**src/rtl/mem_cmd_arbiter_if.sv**
```systemverilog
`default_nettype none
// ============================================================================
// Module   : mem_cmd_arbiter_if
// Brief    : Requester and controller command bus of the DDR command arbiter.
// Revision : 1.0
// ============================================================================
interface mem_cmd_arbiter_if #(
    parameter int NUM_PORTS = 4,
    parameter int ADDR_W    = 32,
    parameter int PID_W     = 2
);
    logic [NUM_PORTS-1:0]        req_valid;
    logic [NUM_PORTS*ADDR_W-1:0] req_addr;
    logic [NUM_PORTS*3-1:0]      req_type;
    logic [NUM_PORTS-1:0]        req_ready;
    logic                        cmd_valid;
    logic [ADDR_W-1:0]           cmd_addr;
    logic [2:0]                  cmd_type;
    logic                        cmd_ready;
    logic [PID_W-1:0]            grant_id;

    modport master (
        input  req_valid, req_addr, req_type, cmd_ready,
        output req_ready, cmd_valid, cmd_addr, cmd_type, grant_id
    );

    modport slave (
        output req_valid, req_addr, req_type, cmd_ready,
        input  req_ready, cmd_valid, cmd_addr, cmd_type, grant_id
    );
endinterface
`default_nettype wire

```
**src/rtl/mem_cmd_arbiter.sv**
```systemverilog
`default_nettype none
// ============================================================================
// Module   : mem_cmd_arbiter
// Brief    : Round-robin command arbiter with periodic auto-refresh injection.
// Revision : 1.0
// ============================================================================
module mem_cmd_arbiter #(
    parameter int NUM_PORTS    = 4,
    parameter int ADDR_W       = 32,
    parameter int REF_INTERVAL = 256,
    parameter int PID_W        = 2
) (
    input  wire                sys_clk,
    input  wire                rst_n,
    input  wire                init_done,
    mem_cmd_arbiter_if.master  bus,
    output logic               refresh_pending,
    output logic [1:0]         err
);
    localparam int         c_TIMER_W = (REF_INTERVAL > 1) ? $clog2(REF_INTERVAL) : 1;
    localparam logic [1:0] c_INIT    = 2'd0;
    localparam logic [1:0] c_IDLE    = 2'd1;
    localparam logic [1:0] c_ISSUE   = 2'd2;

    logic [1:0]           r_state;
    logic [c_TIMER_W-1:0] r_timer;
    logic [PID_W-1:0]     r_rr_ptr;
    logic [PID_W-1:0]     r_grant_id;
    logic                 r_pending;
    logic                 r_is_refresh;
    logic                 r_cmd_valid;
    logic [ADDR_W-1:0]    r_cmd_addr;
    logic [2:0]           r_cmd_type;
    logic [1:0]           r_err;

    logic                 w_found;
    logic [PID_W-1:0]     w_sel;
    logic                 w_accept;
    logic                 w_wrap;
    logic                 w_ref_done;
    logic [2:0]           w_sel_type;
    logic [ADDR_W-1:0]    w_sel_addr;

    // Descending scan so the port nearest after the pointer wins.
    always_comb begin
        w_found = 1'b0;
        w_sel   = '0;
        for (int k = NUM_PORTS; k >= 1; k--) begin
            if (bus.req_valid[(int'(r_rr_ptr) + k) % NUM_PORTS]) begin
                w_found = 1'b1;
                w_sel   = PID_W'((int'(r_rr_ptr) + k) % NUM_PORTS);
            end
        end
    end

    assign w_accept   = (r_state == c_IDLE) && init_done && !r_pending && w_found;
    assign w_sel_type = bus.req_type[int'(w_sel)*3 +: 3];
    assign w_sel_addr = bus.req_addr[int'(w_sel)*ADDR_W +: ADDR_W];
    assign w_wrap     = (r_state != c_INIT) && (r_timer == c_TIMER_W'(REF_INTERVAL - 1));
    assign w_ref_done = (r_state == c_ISSUE) && r_is_refresh && bus.cmd_ready;

    assign bus.req_ready   = w_accept ? ({{(NUM_PORTS-1){1'b0}}, 1'b1} << w_sel) : '0;
    assign bus.cmd_valid   = r_cmd_valid;
    assign bus.cmd_addr    = r_cmd_addr;
    assign bus.cmd_type    = r_cmd_type;
    assign bus.grant_id    = r_grant_id;
    assign refresh_pending = r_pending;
    assign err             = r_err;

    always_ff @(posedge sys_clk or negedge rst_n) begin
        if (!rst_n) begin
            r_state      <= c_INIT;
            r_timer      <= '0;
            r_rr_ptr     <= PID_W'(NUM_PORTS - 1);
            r_grant_id   <= '0;
            r_pending    <= 1'b0;
            r_is_refresh <= 1'b0;
            r_cmd_valid  <= 1'b0;
            r_cmd_addr   <= '0;
            r_cmd_type   <= '0;
            r_err        <= '0;
        end else begin
            if (r_state == c_INIT) begin
                r_timer   <= '0;
                r_pending <= 1'b0;
            end else begin
                r_timer <= w_wrap ? '0 : r_timer + c_TIMER_W'(1);
                // A wrap coinciding with the refresh handshake re-arms without overflow.
                if (w_wrap) begin
                    r_pending <= 1'b1;
                    if (r_pending && !w_ref_done) r_err[0] <= 1'b1;
                end else if (w_ref_done) begin
                    r_pending <= 1'b0;
                end
            end

            case (r_state)
                c_INIT: begin
                    if (init_done) r_state <= c_IDLE;
                end
                c_IDLE: begin
                    if (!init_done) begin
                        r_state <= c_INIT;
                    end else if (r_pending) begin
                        r_cmd_addr   <= '0;
                        r_cmd_type   <= 3'b010;
                        r_grant_id   <= '0;
                        r_is_refresh <= 1'b1;
                        r_cmd_valid  <= 1'b1;
                        r_state      <= c_ISSUE;
                    end else if (w_found) begin
                        r_rr_ptr <= w_sel;
                        if (w_sel_type > 3'b010) begin
                            r_err[1] <= 1'b1;
                        end else begin
                            r_cmd_addr   <= w_sel_addr;
                            r_cmd_type   <= w_sel_type;
                            r_grant_id   <= w_sel;
                            r_is_refresh <= 1'b0;
                            r_cmd_valid  <= 1'b1;
                            r_state      <= c_ISSUE;
                        end
                    end
                end
                c_ISSUE: begin
                    if (bus.cmd_ready) begin
                        r_cmd_valid <= 1'b0;
                        r_state     <= init_done ? c_IDLE : c_INIT;
                    end
                end
                default: r_state <= c_INIT;
            endcase
        end
    end
endmodule
`default_nettype wire
```
**src/flat_wrapper.sv**
```systemverilog
// flat-port wrapper written by rule: the top's interface ports become plain ports
module mem_cmd_arbiter_flat 
#(
    parameter int NUM_PORTS    = 4,
    parameter int ADDR_W       = 32,
    parameter int REF_INTERVAL = 256,
    parameter int PID_W        = 2
)
  (sys_clk, rst_n, init_done, refresh_pending, err, bus_req_valid, bus_req_addr, bus_req_type, bus_cmd_ready, bus_req_ready, bus_cmd_valid, bus_cmd_addr, bus_cmd_type, bus_grant_id);
  mem_cmd_arbiter_if #(.NUM_PORTS(NUM_PORTS), .ADDR_W(ADDR_W), .PID_W(PID_W)) bus_i ();
  input  wire sys_clk;
  input  wire rst_n;
  input  wire init_done;
  output logic refresh_pending;
  output logic [1:0] err;
  input wire logic [$bits(bus_i.req_valid)-1:0] bus_req_valid;
  input wire logic [$bits(bus_i.req_addr)-1:0] bus_req_addr;
  input wire logic [$bits(bus_i.req_type)-1:0] bus_req_type;
  input wire logic [$bits(bus_i.cmd_ready)-1:0] bus_cmd_ready;
  output wire logic [$bits(bus_i.req_ready)-1:0] bus_req_ready;
  output wire logic [$bits(bus_i.cmd_valid)-1:0] bus_cmd_valid;
  output wire logic [$bits(bus_i.cmd_addr)-1:0] bus_cmd_addr;
  output wire logic [$bits(bus_i.cmd_type)-1:0] bus_cmd_type;
  output wire logic [$bits(bus_i.grant_id)-1:0] bus_grant_id;
  assign bus_i.req_valid = bus_req_valid;
  assign bus_i.req_addr = bus_req_addr;
  assign bus_i.req_type = bus_req_type;
  assign bus_i.cmd_ready = bus_cmd_ready;
  assign bus_req_ready = bus_i.req_ready;
  assign bus_cmd_valid = bus_i.cmd_valid;
  assign bus_cmd_addr = bus_i.cmd_addr;
  assign bus_cmd_type = bus_i.cmd_type;
  assign bus_grant_id = bus_i.grant_id;
  mem_cmd_arbiter #(.NUM_PORTS(NUM_PORTS), .ADDR_W(ADDR_W), .REF_INTERVAL(REF_INTERVAL), .PID_W(PID_W)) u_core (.sys_clk(sys_clk), .rst_n(rst_n), .init_done(init_done), .bus(bus_i), .refresh_pending(refresh_pending), .err(err));
endmodule
```
**config.mk**
```make
export PLATFORM = sky130hd
export DESIGN_NAME = mem_cmd_arbiter_flat
export DESIGN_NICKNAME = d
export VERILOG_FILES = /design/src/rtl/mem_cmd_arbiter_if.sv /design/src/rtl/mem_cmd_arbiter.sv /design/src/flat_wrapper.sv
export SDC_FILE = /design/constraint.sdc
export NUM_CORES = 1
export LEC_CHECK = 0
export BUFFER_PORTS_ARGS = -buffer_cell sky130_fd_sc_hd__buf_2
export CAP_MARGIN = 10
export CELL_PAD_IN_SITES_DETAIL_PLACEMENT = 0
export CELL_PAD_IN_SITES_GLOBAL_PLACEMENT = 1
export CORE_MARGIN = 3
export CORE_UTILIZATION = 32
export DETAILED_ROUTE_END_ITERATION = 6
export PLACE_DENSITY = 0.8
export SETUP_SLACK_MARGIN = 0.02
export SKIP_LAST_GASP = 1
export SLEW_MARGIN = 15
export SYNTH_ARGS = -nofsm -noshare
export SYNTH_HDL_FRONTEND = slang
export SYNTH_SLANG_ARGS = --single-unit
export TNS_END_PERCENT = 5
```
**constraint.sdc**
```tcl
create_clock -name sys_clk -period 3.2 [get_ports sys_clk]
set_input_delay 0.16 -clock sys_clk [delete_from_list [all_inputs] [get_ports sys_clk]]
set_output_delay 0.16 -clock sys_clk [all_outputs]
set_load 0.02 [all_outputs]
```
# == Word level (Yosys, flattened, before mapping) ==
# Cells that the tools add are included.
# op_classes
add_sub_neg,5
n_mul,1
order_cmp,5
n_eq_ne,11
shift,3
mux,52
n_bitwise,6
reduce_logical,24
# ops
operator,count
$shiftx 128x8->32,1
$mux 32,3
$shiftx 12x32->3,1
$mux 2,13
$mux 1,24
$lt 3x4->1 const B,4
$mux 8,2
$reduce_and 4->1,3
$reduce_and 5->1,2
$mux 3,3
$add 8x1->8 const B,1
$bmux 1 s2,4
$eq 8x8->1 const B,1
$reduce_or 2->1,4
$logic_and 1x1->1,7
$ne 2x2->1 const B,3
$pmux 2 s3,1
$reduce_bool 2->1,3
$add 2x1->2 const B,2
$add 2x2->2 const B,2
$and 1x1->1 const A,4
$mul 2x2->4 const B,1
$mux 4,1
$ne 4x2->1 const B,1
14 further kinds,16
# totals
register_bits,54
in_bits,148
out_inout_bits,45

# == Logic depth before layout (Yosys ltp) ==
# Gate-level depths: netlist (run 1).
# logic_depth
ltp_word,18
depth_mapped,10
mapped_depth_nobuf,7

# == Worst setup path after synthesis (run 1) ==
# OpenSTA, ideal clock, no wires.
# synth_timing
path_kind,register to register
startpoint,register u_core.r_rr_ptr[0]
endpoint,"register u_core.r_cmd_addr[0], in the netlist u_core.bus.cmd_addr[0]"
setup_time_ns,0.122
arrival_time_ns,2.242
path_slack_ns,0.836
stages_incl_launch_ff,11
path_cell_list,dfstp_2 -> nand2b_2 -> o21ai_2 -> a211oi_4 -> buf_6 -> mux2i_1 -> a21oi_1 -> nor2b_1 -> buf_2 -> buf_2 -> a32o_1
# synth_between
elab_chain_cells,13
# synth_rtl
item,line_no,text
start: declaration,mem_cmd_arbiter.sv:27,logic [PID_W-1:0] r_rr_ptr;
start signal: assignment,mem_cmd_arbiter.sv:74,r_rr_ptr <= PID_W'(NUM_PORTS - 1);
start signal: assignment,mem_cmd_arbiter.sv:112,r_rr_ptr <= w_sel;
$add 2x1->2,"mem_cmd_arbiter.sv:49, mem_cmd_arbiter.sv:51",
$bmux 1 s2,mem_cmd_arbiter.sv:49,if (bus.req_valid[(int'(r_rr_ptr) + k) % NUM_PORTS]) begin
$mux 1 (not written as such) (2 in series),mem_cmd_arbiter.sv:49,
$mux 2 (4 in series),mem_cmd_arbiter.sv:49,
$mul 2x2->4,mem_cmd_arbiter.sv:57,assign w_sel_type = bus.req_type[int'(w_sel)*3 +: 3];
$shiftx 12x32->3,mem_cmd_arbiter.sv:57,
$gt 3x2->1,mem_cmd_arbiter.sv:113,if (w_sel_type > 3'b010) begin
$ne 2x1->1 (no source line),-,
$reduce_and 4->1 (no source line),-,
end signal: assignment,mem_cmd_arbiter.sv:116,r_cmd_addr <= w_sel_addr;
end: declaration,mem_cmd_arbiter.sv:32,logic [ADDR_W-1:0] r_cmd_addr;
# Several ways; a longest one is shown, not always the timed one. The select of a mux whose other input is x is not followed.
# A chain may end at the register's enable or synchronous reset.

# == Worst setup path after layout (run 1) ==
# layout_timing
startpoint,register u_core.r_rr_ptr[0]
endpoint,"register u_core.r_cmd_type[0], in the netlist u_core.bus.cmd_type[0]"
# layout_between
elab_chain_cells,13
# layout_rtl
item,line_no,text
$add 2x1->2,"mem_cmd_arbiter.sv:49, mem_cmd_arbiter.sv:51",
$bmux 1 s2,mem_cmd_arbiter.sv:49,
$mux 1 (not written as such) (2 in series),mem_cmd_arbiter.sv:49,
$mux 2 (4 in series),mem_cmd_arbiter.sv:49,
$mul 2x2->4,mem_cmd_arbiter.sv:57,
$shiftx 12x32->3,mem_cmd_arbiter.sv:57,
$gt 3x2->1 or $mux 3 (tied branches),mem_cmd_arbiter.sv:113,
$ne 2x1->1 (no source line) or $mux 3 (tied branches),-,
$reduce_and 4->1 (no source line) or $mux 3 (tied branches),-,
end signal: assignment,mem_cmd_arbiter.sv:117,r_cmd_type <= w_sel_type;
end: declaration,mem_cmd_arbiter.sv:33,logic [2:0] r_cmd_type;
# Several ways; a longest one is shown, not always the timed one. The select of a mux whose other input is x is not followed.

==> results of run 1 <==
## metal layers
layer  track usage (%)  up-vias  wire (µm)
met4             2.939        0         40
li1                  -     1606          -
met2             28.12      115       4869
met1             18.87     1507       3924
met3             3.203        4        705
met5                 0        -          0
## cell families after synthesis
family	after synthesis
AO/OA/AOI/OAI	56
XOR/XNOR	6
adder cells (fa/ha/maj)	5
buffers and inverters	32
flip-flops	54
multiplexers	74
AND/OR/NAND/NOR	119
## layout make-up
class | count | area share, %
repair buffers | 200 | 22.08
clock inverters | 3 | 1.026
multi-input cells | 260 | 42.04
inverters | 6 | 0.4860
well taps | 136 | 3.672
flip-flops and latches | 54 | 29.21
clock buffers | 5 | 1.485
## worst max-delay path, delay by kind of cell (launching register included)
kind             cells  cell delay [ns]
multiplexers         1             0.43
AO/OA/AOI/OAI        5             1.64
flip-flops           1             0.56
AND/OR/NAND/NOR      1             0.16
## metrics by stage
| stage | std cells | instance area (µm²) | utilization, % | hold WS (ns) |
|---|---|---|---|---|
| 2_1_floorplan | 346 | 3462 | - | -0.1356 |
| 3_3_place_gp | 655 | 4507 | 43.27 | 0.1815 |
| 3_5_place_dp | 655 | 4507 | 43.27 | 0.1910 |
| 4_1_cts | 664 | 4633 | 44.48 | 0.1525 |
| 5_1_grt | 664 | 4634 | 44.49 | 0.2059 |
| 6_report | 664 | 4634 | 44.49 | 0.1646 |
## how the worst min path moves through the flow
stage | depth (start not counted) | endpoint | from | slack [ns]
final | 3 | u_core.bus.cmd_valid | init_done | 0.16
after global routing | 3 | u_core.bus.cmd_valid | init_done | 0.21
after CTS | 3 | u_core.bus.cmd_valid | init_done | 0.15
after detailed placement | 1 | u_core.bus.grant_id[1] | rst_n | 0.19
after global placement | 1 | u_core.bus.grant_id[0] | rst_n | 0.18
after floorplan | 0 | u_core.bus.cmd_addr[0] | rst_n | -0.14
## layout by cell type (no fill, tap or decap), types with 4 or more instances in the layout
master	synthesis	layout
xor2_1	4	4
a21oi_1	6	6
buf_2	11	192
nor2_1	15	15
nand3_1	7	7
nand2_1	72	72
dfrtp_1	52	52
inv_1	6	6
a32o_1	32	32
nor2b_1	5	4
clkbuf_8	0	5
buf_4	0	7
nand2b_1	4	4
mux2i_1	71	71
ha_1	5	5
## flip-flops by register name, indices dropped and copies added, names as in the netlist
register,count
u_core.r_rr_ptr,2
u_core.r_state,2
u_core.bus.cmd_addr,32
u_core.r_timer,8
u_core.bus.cmd_type,3
u_core.r_is_refresh,1
u_core.err,2
u_core.bus.grant_id,2
u_core.bus.cmd_valid,1
u_core.refresh_pending,1
## power groups by stage
| stage | Clock, mW | Sequential (mW) | Combinational [mW] |
|---|---|---|---|
| floorplan | 0 | 1.38 | 1.34 |
| global placement | 0 | 1.13 | 2.15 |
| detailed placement | 0 | 1.14 | 2.20 |
| CTS | 0.489 | 1.13 | 2.20 |
| global route | 0.512 | 1.16 | 2.38 |
| finish | 0.467 | 1.13 | 2.15 |
==> results.ini, run 1 <==
[synth]
synth_compound_gate_area_share_pct = 15.79
yosys-top-cells-area = dfrtp_1, mux2i_1, a32o_1
yosys.area.top_type = dfrtp_1
synth-adder-area-share_pct = 1.807
synthCells = 346
synth_edf_count = 0
synth_cell_type_count = 43
avgSynthCellArea_um2 = 10.01
ys_ff_latch = 54
synth_top_area_share_pct = 37.59
synthMuxAreaShare_pct = 21.65
synth_area_um2 = 3462
synth-simple-area-share_pct = 15.18
ys_async_sr_fraction_pct = 100.0
seq_area_frac_synth_pct = 39.10
yosys_warnings = 0
synth-xor-area-share_pct = 1.518
synthTopCellsByCount = nand2_1, mux2i_1, dfrtp_1
ys.flop_type = dfrtp_1
post-synth-top-count-cell = nand2_1
syn_nets = 499
synth_top_family_by_area = multiplexers

[global_routing]
grt_pass1_wl_um = 14990
antenna_found_initial = 0
grt_max_degree = 38
gr-usage-all-layers_pct = 15.46
grt-ovfl-total = 0
grt_pass1_vias = 3209

[worst_setup_path]
slowest_delay_ns = 0.77
cp.required_ns = 3.44
worstReg2RegStart = u_core.r_rr_ptr[0]
critPathSlowestCell = o21bai_4
startpoint_type = register
rr_endpoint = u_core.bus.cmd_type[0]
cp_max_fo = 37
reg2reg_setup_slack_ns = 0.34
cp-endpoint = u_core.bus.cmd_type[0]
crit_path_end_kind = register
crit_start = u_core.r_rr_ptr[0]
rr_worst_depth = 7
worstPathArrival_ns = 3.10
cp_cell_sequence = nand2b_2 -> o21ai_2 -> a211oi_4 -> mux2i_1 -> a211oi_4 -> o21bai_4 -> a22o_1
path_class = register to register
path_common_cell = a211oi_4

[power]
p_sw_share_pct = 43.85
internal-power_mw = 2.104
power_density_nw_per_um2 = 808.7
p_leak_nw = 2.454
power_mw = 3.748
ir_worst_vdd_mv = 0.3016
combPwrFrac_pct = 57.4
switchingPower_mw = 1.643
clockPowerShare_pct = 12.5
seqPwrFrac_pct = 30.1

[placed_design]
io_buffer_count = 192
place_hpwl_um = 7605
dp_slack_ns = 0.3445
gp_congestion = 0.7906

[cts]
cts_tree = built
cts_hold_buffers = 1
cts_max_level = 2
postCtsSetupRepairBufs = 0
cts-buffers-inserted = 5
insertion_delay_ns = 0.31
clk_pin_slew_worst_paths_ns = 0.09
cts_sinks = 54
cts-root-buf = clkbuf_8
ctsResizeCount = 0
clockBufferDepth = 2

[sta]
period_minus_slack_ns = 2.857
slew_headroom_pct = 36.96
finalWorstSetupSlack_ns = 0.3428
finalSetupTns_ns = 0
fmax_mhz = 350.0
slew_viol_final = 0
rsz0062_at_grt = no
finalSetupViolations = 0
tightest_slew_ns = 0.9431
final.period_utilization_pct = 89.29
hold_violations = 0
fin_skew_ns = 0.008750

[floorplan]
num_rows = 37
initial_core_util_pct = 33.24
die_w_um = 110.0
coreArea_um2 = 10420
chipHeight_um = 110.0
die_area_um2 = 12100
design.portCount = 193

[finish]
syn2layout_area_growth_pct = 33.86
nNetsFinal = 680
multi_input_area_um2 = 1948
diodes = 0
ff_latch_area_um2 = 1354
drive_gt1_share_pct = 42.42
nFillCells = 1028

[detailed_routing]
drc = 0
antenna_left = 0
wirelength_um = 9539
via_per_inst = 4.867
wire_per_inst_um = 14.37
drt_iter0_drc = 89
first_pass_iters = 4
via_count = 3232

[hold_path]
min_path_type = input port to register

[run_status]
status = finished clean

[job]
drv_cap = 0

Note: power is estimated with default switching activity, not from simulation.
==> run 2: changes to the inputs <==
- CORE_ASPECT_RATIO: not set -> 0.5
==> run 2 against run 1 <==
Compared with the run above: the flow now finishes with violations (hold timing); hold slack worse by 0.19 ns; combinational power about the same; critical path type unchanged; critical path depth unchanged; power up 4.5%; die area up 0.63%; largest cell class unchanged; clock skew down 0.0012 ns; non-clock buffer count down 2; wire length up 5.9%; via count down 0.77%; largest power group unchanged; worst setup slack better by 0.0026 ns.
==> results.ini, run 2 (synthesis gave the netlist of run 1 again) <==
[sta]
tightest_slew_ns = 0.9493
rsz0062_at_grt = no
fin_skew_ns = 0.007523
finalSetupTns_ns = 0
finalSetupViolations = 0
hold_violations = 35
fmax_mhz = 350.3
finalHoldWorstSlack_ns = -0.02880
final.period_utilization_pct = 89.21
slew_viol_final = 0
slew_headroom_pct = 36.55
period_minus_slack_ns = 2.855

[placed_design]
place_hpwl_um = 7913
gp_congestion = 0.8584
io_buffer_count = 192

[cts]
clk_pin_slew_worst_paths_ns = 0.07
postCtsSetupRepairBufs = 0
cts-root-buf = clkbuf_16
ctsResizeCount = 0
cts_max_level = 2
cts_hold_buffers = 0
cts-buffers-inserted = 5
insertion_delay_ns = 0.29
clockBufferDepth = 2
cts_tree = built
cts_sinks = 54

[finish]
multi_input_area_um2 = 1948
syn2layout_area_growth_pct = 35.02
nNetsFinal = 678
ff_latch_area_um2 = 1354
final_common_cell = buf_2
nFillCells = 1046
layout_common_cells = buf_2, nand2_1, mux2i_1
diodes = 0
drive_gt1_share_pct = 42.29
largest_register_ffs = 32

[global_routing]
grt_max_degree = 41
grt_pass1_vias = 3284
gr-usage-all-layers_pct = 15.81
grt-ovfl-total = 0
grt_pass1_wl_um = 15780
antenna_found_initial = 0

[power]
power_density_nw_per_um2 = 837.9
p_leak_nw = 2.468
ir_worst_vdd_mv = 0.2936
clockPowerShare_pct = 16.0
combPwrFrac_pct = 55.5
switchingPower_mw = 1.666
power_mw = 3.917
seqPwrFrac_pct = 28.6
p_sw_share_pct = 42.54
internal-power_mw = 2.250

[floorplan]
die_w_um = 153.1
chipHeight_um = 79.55
die_area_um2 = 12180
num_rows = 26
design.portCount = 193
initial_core_util_pct = 33.36
coreArea_um2 = 10380

[detailed_routing]
drc = 0
first_pass_iters = 5
antenna_left = 0
wirelength_um = 10100
via_count = 3207
drt_iter0_drc = 120
via_per_inst = 4.823
wire_per_inst_um = 15.19

[hold_path]
min_path_type = input port to asynchronous set/reset pin

[worst_setup_path]
slowest_delay_ns = 0.77
path_class = register to register
startpoint_type = register
cp_max_fo = 37
crit_path_end_kind = register
worstPathArrival_ns = 3.08
critPathSlowestCell = o21bai_4
cp_cell_sequence = nand2b_2 -> o21ai_2 -> a211oi_4 -> mux2i_1 -> a211oi_4 -> o21bai_4 -> a22o_1
cp.required_ns = 3.42
path_common_cell = a211oi_4

[job]
drv_cap = 0

[run_status]
failed_checks = hold timing
status = finished with violations

## run 2: changes by cell type in the layout (fill, tap and decap cells not counted)
cell	before	now
clkbuf_16	0	5
inv_6	1	0
clkinv_4	1	0
buf_4	7	6
clkbuf_8	5	1
dlygate4sd3_1	1	0
## run 2: routing by layer
layer	track usage, %	share of wire, %	vias to the layer above
met1	18.62	41	1554
met2	29.96	55	43
met5	0	0	-
li1	-	-	1601
met4	3.911	1.2	0
met3	3.032	2.9	9
## run 2: worst paths after layout
path	cells past startpoint	slack, ns	from	end
max in group asynchronous	2	2.46	rst_n	u_core.bus.cmd_addr[27]
setup / recovery	7	0.35	u_core.r_rr_ptr[0]	u_core.bus.cmd_type[0]
hold / removal	1	-0.03	rst_n	u_core.r_timer[2]
hold reg to reg	1	0.47	u_core.err[0]	u_core.err[0]
min in group sys_clk	3	0.18	init_done	u_core.bus.cmd_valid
setup reg to reg	7	0.35	u_core.r_rr_ptr[0]	u_core.bus.cmd_type[0]
## run 2: power by group through the flow
stage | registers [mW] | clock network, mW | logic (mW)
after global routing | 1.16 | 0.673 | 2.39
after CTS | 1.12 | 0.645 | 2.21
after global placement | 1.12 | 0 | 2.18
final | 1.12 | 0.625 | 2.17
after detailed placement | 1.13 | 0 | 2.21
after floorplan | 1.38 | 0 | 1.34
## run 2: per-stage QoR
stage                     worst slack (ns)  hold slack [ns]  area, µm²  cells  utilization, %
final                               0.3454         -0.02880       4674    665           45.04
after global placement              0.3699           0.3251       4504    658           43.40
after CTS                           0.3069         0.009093       4673    665           45.03
after detailed placement            0.3155           0.3346       4504    658           43.40
after floorplan                     0.8362          -0.1356       3462    346               -
after global routing               0.09497          0.05664       4674    665           45.04
## run 2: area by class of cell
type,count,share of cell area (%)
inverters,6,0.4818
flip-flops and latches,54,28.96
well taps,140,3.747
multi-input cells,260,41.68
clock buffers,6,2.971
repair buffers,198,21.52
clock inverters,1,0.6424
## run 2: critical path: cells and delay by family (launching register included)
family             cells  cell delay, ns
AOI/OAI and AO/OA      5            1.64
muxes                  1            0.45
DFF                    1            0.54
and+or+nand+nor        1            0.15
